==> src/rtl/store_output_buffer.sv <==
// First-word-fall-through output FIFO between the row intermediator and the result writer,
// with overflow detection and end-of-matrix flush tracking. STORE_OUTPUT_BUFFER_STATS_EN adds push/drop counters.
module store_output_buffer #(
  parameter int DEPTH      = 16,
  parameter int ADDR_WIDTH = 4,
  parameter int AF_MARGIN  = 4,
  parameter int DATA_W     = 64
) (
  input  logic                  clk,
  input  logic                  reset,
  input  logic                  store,
  input  logic [DATA_W-1:0]     store_value,
  input  logic                  flush,
  output logic                  out_valid,
  output logic [DATA_W-1:0]     out_data,
  input  logic                  out_ready,
  output logic                  almost_full,
  output logic                  overflow,
  output logic                  flush_done,
  output logic [ADDR_WIDTH:0]   count
`ifdef STORE_OUTPUT_BUFFER_STATS_EN
  ,
  output logic [31:0]           stored_total,
  output logic [15:0]           dropped_total
`endif
);

  localparam logic [ADDR_WIDTH:0]   FULL_CNT = (ADDR_WIDTH+1)'(DEPTH);
  localparam logic [ADDR_WIDTH:0]   AF_CNT   = (ADDR_WIDTH+1)'(AF_MARGIN);
  localparam logic [ADDR_WIDTH:0]   CNT_ONE  = (ADDR_WIDTH+1)'(1);
  localparam logic [ADDR_WIDTH-1:0] PTR_ONE  = ADDR_WIDTH'(1);

  typedef enum logic [1:0] {
    IDLE  = 2'd0,
    DRAIN = 2'd1,
    DONE  = 2'd2
  } state_t;

  state_t                state_q, state_d;
  logic [DATA_W-1:0]     mem_q [DEPTH];
  logic [ADDR_WIDTH-1:0] wr_ptr_q, wr_ptr_d;
  logic [ADDR_WIDTH-1:0] rd_ptr_q, rd_ptr_d;
  logic [ADDR_WIDTH-1:0] rd_ptr_nxt;
  logic [ADDR_WIDTH:0]   count_q, count_d;
  logic [DATA_W-1:0]     out_data_q, out_data_d;
  logic                  almost_full_q, almost_full_d;
  logic                  overflow_q, overflow_d;
  logic                  pop;
  logic                  push;
  logic                  drop;

  // Pointer, occupancy and status next-state
  always_comb begin
    pop        = (count_q != '0) && out_ready;
    push       = store && ((count_q != FULL_CNT) || pop);
    drop       = store && !push;
    rd_ptr_nxt = rd_ptr_q + PTR_ONE;
    wr_ptr_d   = push ? (wr_ptr_q + PTR_ONE) : wr_ptr_q;
    rd_ptr_d   = pop ? rd_ptr_nxt : rd_ptr_q;

    count_d = count_q;
    if (push && !pop) begin
      count_d = count_q + CNT_ONE;
    end else if (pop && !push) begin
      count_d = count_q - CNT_ONE;
    end

    almost_full_d = (FULL_CNT - count_d) <= AF_CNT;
    overflow_d    = overflow_q | drop;
  end

  // Head register: the word after the popped one if one is already stored,
  // otherwise the incoming word when it becomes the only entry.
  always_comb begin
    out_data_d = out_data_q;
    if (pop && (count_q > CNT_ONE)) begin
      out_data_d = mem_q[rd_ptr_nxt];
    end else if (push && ((count_q == '0) || pop)) begin
      out_data_d = store_value;
    end
  end

  // Flush tracking: trailing stores after the flush extend the drain
  always_comb begin
    state_d = state_q;
    case (state_q)
      IDLE: begin
        if (flush) begin
          state_d = DRAIN;
        end
      end
      DRAIN: begin
        if ((count_d == '0) && !store) begin
          state_d = DONE;
        end
      end
      DONE: begin
        state_d = IDLE;
      end
      default: begin
        state_d = IDLE;
      end
    endcase
  end

  always_ff @(posedge clk or posedge reset) begin
    if (reset) begin
      state_q       <= IDLE;
      wr_ptr_q      <= '0;
      rd_ptr_q      <= '0;
      count_q       <= '0;
      out_data_q    <= '0;
      almost_full_q <= 1'b0;
      overflow_q    <= 1'b0;
    end else begin
      state_q       <= state_d;
      wr_ptr_q      <= wr_ptr_d;
      rd_ptr_q      <= rd_ptr_d;
      count_q       <= count_d;
      out_data_q    <= out_data_d;
      almost_full_q <= almost_full_d;
      overflow_q    <= overflow_d;
    end
  end

  // Storage array carries no reset; occupancy alone defines which entries are live
  always_ff @(posedge clk) begin
    if (push) begin
      mem_q[wr_ptr_q] <= store_value;
    end
  end

  assign out_valid   = (count_q != '0);
  assign out_data    = out_data_q;
  assign almost_full = almost_full_q;
  assign overflow    = overflow_q;
  assign flush_done  = (state_q == DONE);
  assign count       = count_q;

`ifdef STORE_OUTPUT_BUFFER_STATS_EN
  logic [31:0] stored_total_q, stored_total_d;
  logic [15:0] dropped_total_q, dropped_total_d;

  // Saturating lifetime counters, untouched by flush
  always_comb begin
    stored_total_d  = stored_total_q;
    dropped_total_d = dropped_total_q;
    if (push && (stored_total_q != '1)) begin
      stored_total_d = stored_total_q + 32'd1;
    end
    if (drop && (dropped_total_q != '1)) begin
      dropped_total_d = dropped_total_q + 16'd1;
    end
  end

  always_ff @(posedge clk or posedge reset) begin
    if (reset) begin
      stored_total_q  <= '0;
      dropped_total_q <= '0;
    end else begin
      stored_total_q  <= stored_total_d;
      dropped_total_q <= dropped_total_d;
    end
  end

  assign stored_total  = stored_total_q;
  assign dropped_total = dropped_total_q;
`endif

endmodule

==> config.mk <==
export PLATFORM = sky130hd
export DESIGN_NAME = store_output_buffer
export DESIGN_NICKNAME = d
export VERILOG_FILES = /design/src/rtl/store_output_buffer.sv
export SDC_FILE = /design/constraint.sdc
export NUM_CORES = 1
export LEC_CHECK = 0
export ABC_AREA = 1
export CAP_MARGIN = 20
export CORE_MARGIN = 8
export CORE_UTILIZATION = 47
export CTS_CLUSTER_SIZE = 24
export DETAILED_ROUTE_END_ITERATION = 8
export SYNTH_ARGS = -nofsm -noshare
export SYNTH_HDL_FRONTEND = slang
export SYNTH_SLANG_ARGS = --single-unit
==> constraint.sdc <==
create_clock -name clk -period 5.7 [get_ports clk]
set_input_delay 1.14 -clock clk [delete_from_list [all_inputs] [get_ports clk]]
set_output_delay 1.14 -clock clk [all_outputs]
set_load 0.005 [all_outputs]
==> results.toml, run 1 <==
[worst_setup_path]
critPathMostFrequentCell = "nand3_1"
path_delay_family = "buffers and inverters"
end_kind = "flip-flop"
rr_startpoint = "rd_ptr_q[0]$_DFFE_PP0N_"
path_class = "reg2reg"
crit_arrival_ns = 4.16
reg2reg_slack_ns = 2.16
cp_slowest_cell = "buf_4"
path_buf_inv = 2
cp_max_fo = 93
path_cells = "ha_4, buf_4, o21ai_0, o221ai_1, nand3_1, nand3_1, nand2_1, inv_1"
crit_path_start_kind = "flip-flop"
max_stage_delay_ns = 0.96
reg2reg_to = "out_data[41]$_DFFE_PP0P_"
cp.required_ns = 6.32
reg2reg_depth = 8

[sta]
hold_viol_final = 0
finalSetupViolCount = 0
whs_ns = 0.428
final-max-slew-violation-count = 0
min_period_ns = 3.54
rsz0062_at_grt = "no"
max_freq_mhz = 283
slew_headroom = 0.297
setup_tns_ns = 0
finClkSkew_ns = 0.0237
worst_pin_slew_ns = 1.05
post-route-period-util = 0.621

[logic_synthesis]
ys_seq_area_frac = 0.747
synth_compound_area_frac = 0.126
syn_nets = 3376
synthDistinctLibCells = 30
muxShareOfSynthArea = 0
syn_avg_cell_area_um2 = 13.3
ys_seq_elements = 1105
synthAdderAreaFrac = 0.00285
synth_top_area_share = 0.701
synth_top_family_by_area = "compound AO/OA/AOI/OAI gates"
synthSimpleGateAreaFrac = 0.0814
synthTopCellsByArea = "edfxtp_1, o21ai_0, nor2_1"
yosys.area_share.xor_xnor = 0.00234
yosysTopAreaCell = "edfxtp_1"
yosysWarnings = 0
netlist_area_um2 = 43900
synthCells = 3297

[cells_and_area]
syn2layout_area_growth_pct = 14.3
layout_common_cells = "edfxtp_1, nor2_1, o21ai_0"
final_common_cell = "edfxtp_1"
drive_gt1_frac = 0.0736
nNetsFinal = 3449
diodes = 0

[grt]
grt_max_degree = 155
grt_usage = 0.212
grt_pass1_wl_mm = 171
grt_pass1_vias = 28152
gr-total-overflow = 0
grt_antenna_before_repair = 1

[floorplan]
die_area_um2 = 103000
fp.coreArea_um2 = 92900
ioPinCount = 142
rows = 112
start_util = 0.472
die_x_um = 322
die_y_um = 322

[clock_network]
cts_sinks = 1105
clkLatencyLatePin_ns = 0.68
htreeDepth = 3
cts_hold_buf = 0
cts_tree = "built"
clk_path_buf_depth = 3
clk_pin_slew_worst_paths_ns = 0.06
numCtsBuffers = 112
ctsResizeCount = 0
postCtsSetupBuffers = 0
cts-root-buf = "clkbuf_16"

[route]
wl_mm = 111
route.detailed.drc = 0
wl_per_cell_um = 23.6
vias = 27635
drt_first_pass_iters = 7
drtIter0Drc = 2518
via_per_inst = 5.86
antenna_left = 0

[place]
io_buffer_count = 141
hpwl_mm = 58.3
place_congestion = 0.788

[pwr]
ir_drop_mv = 0.626
power_density_nw_per_um2 = 572
leakage_nw = 16.6

[hold_path]
min_from = "state_q[1]$_DFFE_PP0P_"
worstHoldEndpoint = "state_q[1]$_DFFE_PP0P_"
hold_path_depth = 1
hold_path.class = "reg2reg"

[run]
max_cap_viol_count = 0

[run_status]
outcome = "finished clean"
## synth_stat cells
library cell and number:
inv_1 147, ha_1 10, buf_6 18, o22ai_1 116
nand2_4 1, nand3_1 150, xnor2_2 2, clkbuf_1 127
edfxtp_1 1024, buf_2 74, nand3_4 1, a21oi_4 1
o211ai_1 66, xor2_1 8, o21ai_0 517, a31oi_1 2
nor3_1 1, nand2_2 4, nor2_4 2, a21oi_2 2
nand2_1 110, o21bai_1 1, nand4_1 5, a21oi_1 2
nand3_2 1, o221ai_1 190, dfrtp_1 81, inv_2 5
nor2_1 609, buf_4 20
## metrics by stage
step                utilization  power [mW]  area, um2  setup WS (ns)  std cells
global route              0.540        30.3      50200           1.88       4718
detailed placement        0.500        21.5      46400           1.49       4510
finish                    0.540        28.7      50200           2.16       4718
floorplan                     -        17.7      43900          0.846       3297
global placement          0.500        21.1      46400           1.52       4509
CTS                       0.540        28.9      50200           2.12       4718
## layout make-up
| cell class | instances | area (um2) |
|---|---|---|
| Timing Repair Buffer | 198 | 2000 |
| Inverter | 152 | 594 |
| Multi-Input combinational cell | 1801 | 9500 |
| Tap cell | 1254 | 1570 |
| Clock inverter | 49 | 579 |
| Fill cell | 7441 | 42800 |
| Clock buffer | 159 | 3130 |
| Sequential cell | 1105 | 32800 |
## logic make-up (layout without fill, tap and decap cells)
family | after synthesis | count (layout)
buffers and inverters | 391 | 558
AND/OR/NAND/NOR | 884 | 884
AO/OA/AOI/OAI | 897 | 897
flip-flops | 1105 | 1105
adder cells (fa/ha/maj) | 10 | 10
XOR/XNOR | 10 | 10
## worst max-delay path by stage
stage                                 start                       end  slack [ns]  depth (start not counted)
finish              rd_ptr_q[0]$_DFFE_PP0N_  out_data[41]$_DFFE_PP0P_        2.16                          8
global route        rd_ptr_q[0]$_DFFE_PP0N_   out_data[6]$_DFFE_PP0P_        1.88                         10
CTS                 rd_ptr_q[0]$_DFFE_PP0N_  out_data[39]$_DFFE_PP0P_        2.12                          9
detailed placement                out_ready    mem_q[3][38]$_DFFE_PP_        1.49                          8
global placement                  out_ready    mem_q[3][32]$_DFFE_PP_        1.52                          8
floorplan                         out_ready    mem_q[11][0]$_DFFE_PP_        0.85                          6
## layer usage
layer / up-vias / track usage / share of wire
li1: 12465 / - / -
met1: 14068 / 0.280 / 0.42
met2: 921 / 0.367 / 0.50
met3: 181 / 0.0261 / 0.057
met4: 0 / 0.0647 / 0.024
met5: - / 0 / 0
## state kept, by name, indices dropped and copies added (netlist names)
name,flops
state_q,2
wr_ptr_q,4
mem_q,1024
count,5
out_data,64
overflow,1
almost_full,1
rd_ptr_q,4
## report_power, final
part	internal [mW]	switching, mW
Combinational	3.43	7.67
Sequential	9.91	0.330
Clock	4.32	3.02
Power figures use the tool's default switching activity.
==> run 2, diff against run 1 <==
- clock period: 5.7 -> 3.3 ns (I/O delays scaled with it)
==> results.toml, run 2 (synthesized netlist as in run 1, its figures left out) <==
[run_status]
outcome = "finished clean"

[clock_network]
clk_pin_slew_worst_paths_ns = 0.06
cts_sinks = 1105
ctsResizeCount = 0
clk_path_buf_depth = 3
postCtsSetupBuffers = 0
htreeDepth = 3
numCtsBuffers = 111
clkLatencyLatePin_ns = 0.68
cts_hold_buf = 0
cts_tree = "built"
cts-root-buf = "clkbuf_16"

[place]
hpwl_mm = 61.4
io_buffer_count = 141
post_dp_cell_area_um2 = 47100
dp_cells = 4543
place_congestion = 0.789

[worst_setup_path]
path_cells = "inv_1, ha_1, nand3_4, clkdlybuf4s50_1"
end_kind = "output port"
cp_slowest_cell = "clkdlybuf4s50_1"
rr_startpoint = "rd_ptr_q[0]$_DFFE_PP0N_"
path_delay_family = "buffers and inverters"
max_stage_delay_ns = 0.52
cp_max_fo = 7
path_class = "reg2out"
path_buf_inv = 2
cp.required_ns = 2.64
crit_path_start_kind = "flip-flop"
crit_arrival_ns = 2.27
crit_start = "count[0]$_DFF_PP0_"

[route]
via_per_inst = 5.82
wl_per_cell_um = 23.7
drt_first_pass_iters = 5
drtIter0Drc = 2598
route.detailed.drc = 0
vias = 27671
antenna_left = 0
wl_mm = 113

[hold_path]
min_from = "state_q[1]$_DFFE_PP0P_"
hold_path.class = "reg2reg"

[cells_and_area]
syn2layout_area_growth_pct = 16.1
drive_gt1_frac = 0.0875
fillers = 7480
ff_latch_area_um2 = 32800
regMostFlops = "mem_q"
final_common_cell = "edfxtp_1"
fin_area_um2 = 51000
final_cell_count_no_fill = 4753
largest_reg_flops = 1024
layout_common_cells = "edfxtp_1, nor2_1, o21ai_0"
nNetsFinal = 3481
multi_input_area_um2 = 9500

[sta]
rsz0062_at_grt = "no"
worst_pin_slew_ns = 1.15
whs_ns = 0.444
slew_headroom = 0.236
finClkSkew_ns = 0.0300
min_period_ns = 2.93
final-max-slew-violation-count = 0
finalSetupViolCount = 0
hold_viol_final = 0
post-route-period-util = 0.889
max_freq_mhz = 341

[floorplan]
start_util = 0.472
fp.coreArea_um2 = 92900
die_x_um = 322
die_area_um2 = 103000
die_y_um = 322
rows = 112
ioPinCount = 142

[run]
max_cap_viol_count = 0

[pwr]
ir_drop_mv = 1.16
fin_total_pwr_mw = 50.7
power_density_nw_per_um2 = 996
leakage_nw = 17.0

[grt]
grt_pass1_vias = 27846
grt_max_degree = 123
grt_antenna_before_repair = 2
grt_usage = 0.214
gr-total-overflow = 0
grt_pass1_wl_mm = 171
-- run 2: changes by cell type in the layout (fill, tap and decap cells not counted), sizes merged --
cell / before / now
diode: 0 / 2
clkbuf: 159 / 140
buf: 57 / 90
bufinv: 11 / 16
clkinvlp: 5 / 3
clkinv: 31 / 47
-- run 2: layout make-up --
class / instances / share of cell area
Sequential cell: 1105 / 0.643
Clock inverter: 68 / 0.0159
Inverter: 152 / 0.0116
Antenna cell: 2 / 0.0000982
Tap cell: 1254 / 0.0308
Timing Repair Buffer: 231 / 0.0518
Clock buffer: 140 / 0.0600
Multi-Input combinational cell: 1801 / 0.186
-- run 2: through the flow --
stage               utilization  setup TNS, ns  setup WS [ns]
floorplan                     -        -143.35         -0.163
global placement          0.507              0          0.261
detailed placement        0.507              0          0.258
CTS                       0.548              0          0.319
global route              0.548              0          0.254
finish                    0.548              0          0.367
-- run 2: final timing paths --
kind	end	slack, ns	depth (start not counted)
min in group asynchronous	out_data[60]$_DFFE_PP0P_	0.46	2
hold / removal	state_q[1]$_DFFE_PP0P_	0.44	1
setup / recovery	out_valid	0.37	4
setup reg to reg	out_data[30]$_DFFE_PP0P_	0.53	8
max in group asynchronous	out_data[14]$_DFFE_PP0P_	2.05	3
hold reg to reg	state_q[1]$_DFFE_PP0P_	0.44	1
-- run 2: where the power goes --
part	switching (mW)	internal (mW)	total, mW
logic	13.4	6.45	19.9
registers	0.622	17.1	17.7
clock network	5.30	7.82	13.1
-- run 2: per-layer routing --
metal  vias to the layer above  share of wire  track usage
met5                         -              0            0
met4                         0          0.026       0.0677
met3                       168          0.064       0.0323
met2                       952           0.49        0.359
met1                     14012           0.42        0.287
li1                      12539              -            -
